### config.mk
export PLATFORM = sky130hd
export DESIGN_NAME = z80_bus_bridge
export DESIGN_NICKNAME = d
export VERILOG_FILES = /design/src/rtl/laser_bus_pkg.sv /design/src/rtl/z80_bus_decode.sv /design/src/rtl/z80_bus_bridge.sv
export SDC_FILE = /design/constraint.sdc
export NUM_CORES = 1
export LEC_CHECK = 0
export ABC_CLOCK_PERIOD_IN_PS = 4390
export BUFFER_PORTS_ARGS = -buffer_cell sky130_fd_sc_hd__buf_2
export CORE_ASPECT_RATIO = 1.25
export CORE_MARGIN = 4
export CORE_UTILIZATION = 47
export DETAILED_ROUTE_END_ITERATION = 16
export GPL_TIMING_DRIVEN = 0
export HOLD_SLACK_MARGIN = 0.05
export PLACE_DENSITY = 0.77
export SETUP_SLACK_MARGIN = 0.5
export SLEW_MARGIN = 5
export SYNTH_ARGS = -nofsm -noshare
export SYNTH_HDL_FRONTEND = slang
export SYNTH_HIERARCHICAL = 1
export SYNTH_SLANG_ARGS = --single-unit
### constraint.sdc
create_clock -name clk -period 4.39 [get_ports clk]
set_input_delay 0.439 -clock clk [delete_from_list [all_inputs] [get_ports clk]]
set_output_delay 0.439 -clock clk [all_outputs]
set_load 0.02 [all_outputs]
### src/rtl/laser_bus_pkg.sv
// Shared Z80 bus access codes and bridge FSM encodings for the Laser500 memory/IO arbiter path.
package laser_bus_pkg;

  typedef enum logic [2:0] {
    ACC_NONE,
    ACC_MEMRD,
    ACC_MEMWR,
    ACC_IORD,
    ACC_IOWR,
    ACC_INTA,
    ACC_RFSH
  } acc_t;

  typedef enum logic [1:0] {
    ST_IDLE,
    ST_RD_REQ,
    ST_WR_POST
  } state_t;

  localparam int TMO_W = 10;

  // Only real memory/IO transfers reach the arbiter; INTA and refresh are handled locally.
  function automatic logic acc_is_req(input acc_t a);
    return (a == ACC_MEMRD) || (a == ACC_MEMWR) || (a == ACC_IORD) || (a == ACC_IOWR);
  endfunction

  function automatic logic acc_is_wr(input acc_t a);
    return (a == ACC_MEMWR) || (a == ACC_IOWR);
  endfunction

endpackage

### src/rtl/z80_bus_decode.sv
// Combinational Z80 strobe decode into a single access type; no state, no latency, no backpressure.
module z80_bus_decode
  import laser_bus_pkg::*;
(
  input  logic i_mreq_n,
  input  logic i_iorq_n,
  input  logic i_rd_n,
  input  logic i_wr_n,
  input  logic i_m1_n,
  input  logic i_rfsh_n,
  output acc_t o_acc,
  output logic o_idle_bus
);

  always_comb begin
    o_acc = ACC_NONE;
    if (!i_mreq_n) begin
      if (!i_rfsh_n)   o_acc = ACC_RFSH;
      else if (!i_rd_n) o_acc = ACC_MEMRD;
      else if (!i_wr_n) o_acc = ACC_MEMWR;
    end else if (!i_iorq_n) begin
      // M1 with IORQ is interrupt acknowledge, which takes precedence over any rd/wr.
      if (!i_m1_n)      o_acc = ACC_INTA;
      else if (!i_rd_n) o_acc = ACC_IORD;
      else if (!i_wr_n) o_acc = ACC_IOWR;
    end
  end

  assign o_idle_bus = i_mreq_n & i_iorq_n & i_rd_n & i_wr_n;

endmodule

### src/rtl/z80_bus_bridge.sv
// Z80 bus cycle -> single req/ack port; reads stall the CPU via cpu_wait_n until ack (>= 2 clk),
// writes are posted through a one-entry buffer; hung requests abort after TIMEOUT cycles.
module z80_bus_bridge
  import laser_bus_pkg::*;
#(
  parameter int          TIMEOUT    = 1023,
  parameter logic [7:0]  TIMEOUT_RD = 8'hFF
) (
  input  logic        clk,
  input  logic        reset,
  input  logic [15:0] cpu_a,
  input  logic [7:0]  cpu_dout,
  output logic [7:0]  cpu_di,
  input  logic        cpu_mreq_n,
  input  logic        cpu_iorq_n,
  input  logic        cpu_rd_n,
  input  logic        cpu_wr_n,
  input  logic        cpu_m1_n,
  input  logic        cpu_rfsh_n,
  output logic        cpu_wait_n,
  input  logic [7:0]  int_vector,
  output logic        mem_req,
  output logic        mem_we,
  output logic        mem_io,
  output logic [15:0] mem_addr,
  output logic [7:0]  mem_wdata,
  input  logic        mem_ack,
  input  logic [7:0]  mem_rdata,
  output logic        timeout_err
);

  acc_t             w_acc;
  logic             w_idle_bus;
  logic             w_access;
  logic             w_accept;
  logic             w_tmo_hit;

  state_t           r_state;
  logic             r_cycle_done;
  logic             r_mem_req;
  logic             r_mem_we;
  logic             r_mem_io;
  logic [15:0]      r_mem_addr;
  logic [7:0]       r_mem_wdata;
  logic [7:0]       r_rd_data;
  logic             r_timeout_err;
  logic [TMO_W-1:0] r_tmo_cnt;

  z80_bus_decode u_decode (
    .i_mreq_n   (cpu_mreq_n),
    .i_iorq_n   (cpu_iorq_n),
    .i_rd_n     (cpu_rd_n),
    .i_wr_n     (cpu_wr_n),
    .i_m1_n     (cpu_m1_n),
    .i_rfsh_n   (cpu_rfsh_n),
    .o_acc      (w_acc),
    .o_idle_bus (w_idle_bus)
  );

  assign w_access  = acc_is_req(w_acc);
  assign w_accept  = w_access && !r_cycle_done && (r_state == ST_IDLE);
  // Abort on the cycle the counter would reach TIMEOUT, so mem_req is high for exactly TIMEOUT cycles.
  assign w_tmo_hit = (r_tmo_cnt == TMO_W'(TIMEOUT - 1));

  assign cpu_wait_n  = ~(w_access & ~r_cycle_done);
  assign cpu_di      = (w_acc == ACC_INTA) ? int_vector : r_rd_data;
  assign mem_req     = r_mem_req;
  assign mem_we      = r_mem_we;
  assign mem_io      = r_mem_io;
  assign mem_addr    = r_mem_addr;
  assign mem_wdata   = r_mem_wdata;
  assign timeout_err = r_timeout_err;

  always_ff @(posedge clk) begin
    if (reset) begin
      r_state       <= ST_IDLE;
      r_cycle_done  <= 1'b1;
      r_mem_req     <= 1'b0;
      r_mem_we      <= 1'b0;
      r_mem_io      <= 1'b0;
      r_mem_addr    <= 16'h0000;
      r_mem_wdata   <= 8'h00;
      r_rd_data     <= 8'hFF;
      r_timeout_err <= 1'b0;
      r_tmo_cnt     <= '0;
    end else begin
      r_timeout_err <= 1'b0;
      if (w_idle_bus) r_cycle_done <= 1'b0;
      case (r_state)
        ST_IDLE: begin
          if (w_accept) begin
            r_mem_req  <= 1'b1;
            r_mem_addr <= cpu_a;
            r_mem_io   <= (w_acc == ACC_IORD) || (w_acc == ACC_IOWR);
            r_tmo_cnt  <= '0;
            if (acc_is_wr(w_acc)) begin
              // Posted write: the CPU is released on the accept edge.
              r_mem_we     <= 1'b1;
              r_mem_wdata  <= cpu_dout;
              r_cycle_done <= 1'b1;
              r_state      <= ST_WR_POST;
            end else begin
              r_mem_we <= 1'b0;
              r_state  <= ST_RD_REQ;
            end
          end
        end
        ST_RD_REQ: begin
          if (mem_ack) begin
            r_rd_data    <= mem_rdata;
            r_cycle_done <= 1'b1;
            r_mem_req    <= 1'b0;
            r_state      <= ST_IDLE;
          end else if (w_tmo_hit) begin
            r_rd_data     <= TIMEOUT_RD;
            r_cycle_done  <= 1'b1;
            r_mem_req     <= 1'b0;
            r_timeout_err <= 1'b1;
            r_state       <= ST_IDLE;
          end else begin
            r_tmo_cnt <= r_tmo_cnt + 1'b1;
          end
        end
        ST_WR_POST: begin
          if (mem_ack) begin
            r_mem_req <= 1'b0;
            r_state   <= ST_IDLE;
          end else if (w_tmo_hit) begin
            r_mem_req     <= 1'b0;
            r_timeout_err <= 1'b1;
            r_state       <= ST_IDLE;
          end else begin
            r_tmo_cnt <= r_tmo_cnt + 1'b1;
          end
        end
        default: r_state <= ST_IDLE;
      endcase
    end
  end

endmodule

==> results.tsv <==
stage	metric	value	unit
finish	nets	412	
sta	tns	0	ns
drt	drtIter0Drc	101	
cts	cts.clk_slew.worst_paths	0.09	ns
logic_synthesis	synthArstFlopShare	0	%
finish	multiInputGateArea	1160	um^2
logic_synthesis	syn-mean-instance-area	8.42	um^2
critical_path	crit_path_cell_trace	buf_2 > nand2b_1 > nand2_1 > o2bb2ai_1 > nand3b_1 > mux2_2 > buf_2	
floorplan	start_util	49.8	%
power_and_ir_drop	power_density	286	nW/um^2
logic_synthesis	ys_ff_latch	49	
drt	drt_wl_total	5400	um
drt	num_vias	2205	
cts	cts_made_buffers	5	
placed_design	routabilityCongestion	0.840	
placed_design	place_inst	410	
cts	post_cts_resized	0	
power_and_ir_drop	p_leak	0.00123	uW
power_and_ir_drop	total_power	811	uW
logic_synthesis	ys_top_cells_by_area	dfxtp_1 (43%), a21oi_1 (8.7%), nand2_1 (7.0%)	
critical_path	cp_data_arrival_time	1.93	ns
finish	finalNonFillerCells	418	
critical_path	path_class	input pin to output pin	
placed_design	portBuffers	84	
critical_path	crit_top_cell	buf_2	
sta	finalMaxSlewViolations	0	
global_route	grt-ovfl-total	0	
cts	clock_latency	0.31	ns
cts	cts_tree	done	
cts	htreeDepth	2	
logic_synthesis	syn_area	2260	um^2
sta	fin_skew	0.00332	ns
floorplan	ios	86	
sta	clock.fmax	422	MHz
global_route	antenna_found_initial	0	
drt	viasPerCell	5.28	
logic_synthesis	yosysTopAreaCell	dfxtp_1	
logic_synthesis	synth_common_cells	dfxtp_1 (49), nand2_1 (42), a21oi_1 (39)	
critical_path	reg2reg_from	r_state[0]	
finish	diodes	0	
finish	fillCellCount	430	
floorplan	die_w	70.0	um
sta	rsz0062_at_grt	no	
logic_synthesis	synthDistinctLibCells	42	
drt	post_drt_wl_per_cell	12.9	um
logic_synthesis	synth_ff_type	dfxtp_1	
finish	seqCellArea	981	um^2
cts	clock_path_buffers	2	
cts	cts_setup_buffers	0	
floorplan	core	4530	um^2
job	maxCapViolations	0	
floorplan	rows	27	
global_route	grtUsageTotal	18.6	%
sta	hold_viol_final	0	
sta	setup_viol	0	
sta	worst_pin_slew	0.550	ns
logic_synthesis	yosys_warnings	6	
power_and_ir_drop	ir_worst_vdd	0.000218	V
global_route	grt_pass1_wl	9160	um
finish	synthToLayoutAreaGrowth	25.8	%
placed_design	post-dp-hpwl	4090	um
global_route	grt_max_degree	17	
sta	relSlewSlack	63.1	%
logic_synthesis	synth_edf_count	0	
critical_path	cp.required	3.95	ns
critical_path	crit_fanout	8	
floorplan	fp.dieArea	5980	um^2
drt	drt_first_pass_iters	4	
cts	clkSinkCount	49	
finish	drive_gt1_share	31.4	%
hold_path	min_from	cpu_dout[1]	
drt	drc	0	
hold_path	hold_path_class	input pin to register	
outcome	status	complete, no violations	
floorplan	die_h	85.5	um
critical_path	crit_start	cpu_wr_n	
critical_path	cp-start-kind	input pin	
critical_path	cp_slowest_cell	nand3b_1	
global_route	grt_pass1_vias	2133	
logic_synthesis	syn_inst	268	
sta	fin_crit	2.37	ns
cts	cts_root_buf	clkbuf_8	
sta	hold_ws	0.358	ns
sta	fin_crit_sh	54.0	%
logic_synthesis	seq_area_frac_synth	43.5	%
logic_synthesis	syn-num-nets	321	
logic_synthesis	synth.most_common_cell	dfxtp_1	
logic_synthesis	synth_top_area_share	43.5	%
cts	holdBufCountCts	0	
critical_path	max_stage_delay	0.39	ns
drt	drtAntennaViolNets	0	
critical_path	critPathCaptureType	output pin	
[sequential cells by signal (all words and copies together), names as in the netlist]
register and cells:
mem_addr 16, mem_io 1, mem_req 1, mem_wdata 8
mem_we 1, r_cycle_done 1, r_rd_data 8, r_state 2
r_tmo_cnt 10, timeout_err 1
[worst paths after layout]
kind,to,slack (ns),cells past startpoint
setup / recovery,cpu_di[7],2.02,7
hold / removal,mem_wdata[1],0.36,3
setup reg to reg,r_tmo_cnt[6],2.22,7
hold reg to reg,mem_addr[12],0.45,2
[critical path: cells and delay by family]
kind                   cells  cell delay, ns
and+or+nand+nor            3            0.60
muxes                      1            0.39
buffers and inverters      2            0.26
AOI/OAI and AO/OA          1            0.24
[final cells by class]
| cell class | count | share of cell area, % |
|---|---|---|
| Clock buffer | 5 | 2.42 |
| Sequential cell | 49 | 34.6 |
| Timing Repair Buffer | 84 | 14.8 |
| Inverter | 9 | 1.19 |
| Tap cell | 58 | 2.56 |
| Multi-Input combinational cell | 194 | 41.0 |
| Clock inverter | 3 | 0.749 |
| Buffer | 16 | 2.69 |
[report_power, final]
part           internal (uW)  switching (uW)  leakage (uW)
Sequential               449            2.71      0.000396
Combinational           38.8            50.9      0.000790
Clock                    113             156     0.0000445
Total                    601             209       0.00123
[cells in the final DEF (no fill, tap or decap), drive strengths merged, types with 2 or more instances in the layout]
cell type and n:
nor3 2, mux2i 9, nor2b 2, a31o 3
nand2 42, nand3 6, buf 92, inv 10
ha 4, nand2b 5, a31oi 2, mux2 8
o21ai 17, nand4 2, dfxtp 49, clkbuf 13
nor2 17, or3 4, a21oi 39, o31ai 7
or4 7, and4 5
[per-layer routing]
metal | global-route usage [%] | wire length [um] | part of all wire (%) | vias up
met3 | 4.15 | 283 | 5.2 | 7
met4 | 8.19 | 90 | 1.7 | 0
met2 | 33.7 | 2850 | 53 | 48
li1 | - | - | - | 1132
met5 | 0 | 0 | 0 | -
met1 | 20.6 | 2180 | 40 | 1018
[cell families (layout without fill, tap and decap cells)]
kind of cell | Yosys count | in the layout | share of synthesized area (%)
simple gates | 97 | 97 | 21.4
compound gates | 75 | 75 | 19.7
flops | 49 | 49 | 43.5
buf+inv | 25 | 117 | 4.88
mux | 17 | 17 | 7.99
fa+ha+maj | 4 | 4 | 2.22
xor+xnor | 1 | 1 | 0.388
[per-stage QoR]
step	setup slack, ns	instance area (um^2)	utilization, %
2_1_floorplan	2.31	2260	-
3_3_place_gp	2.04	2750	60.7
3_5_place_dp	2.01	2750	60.7
4_1_cts	2.01	2840	62.7
5_1_grt	1.92	2840	62.7
6_report	2.02	2840	62.7
(Power assumes the default switching activity.)
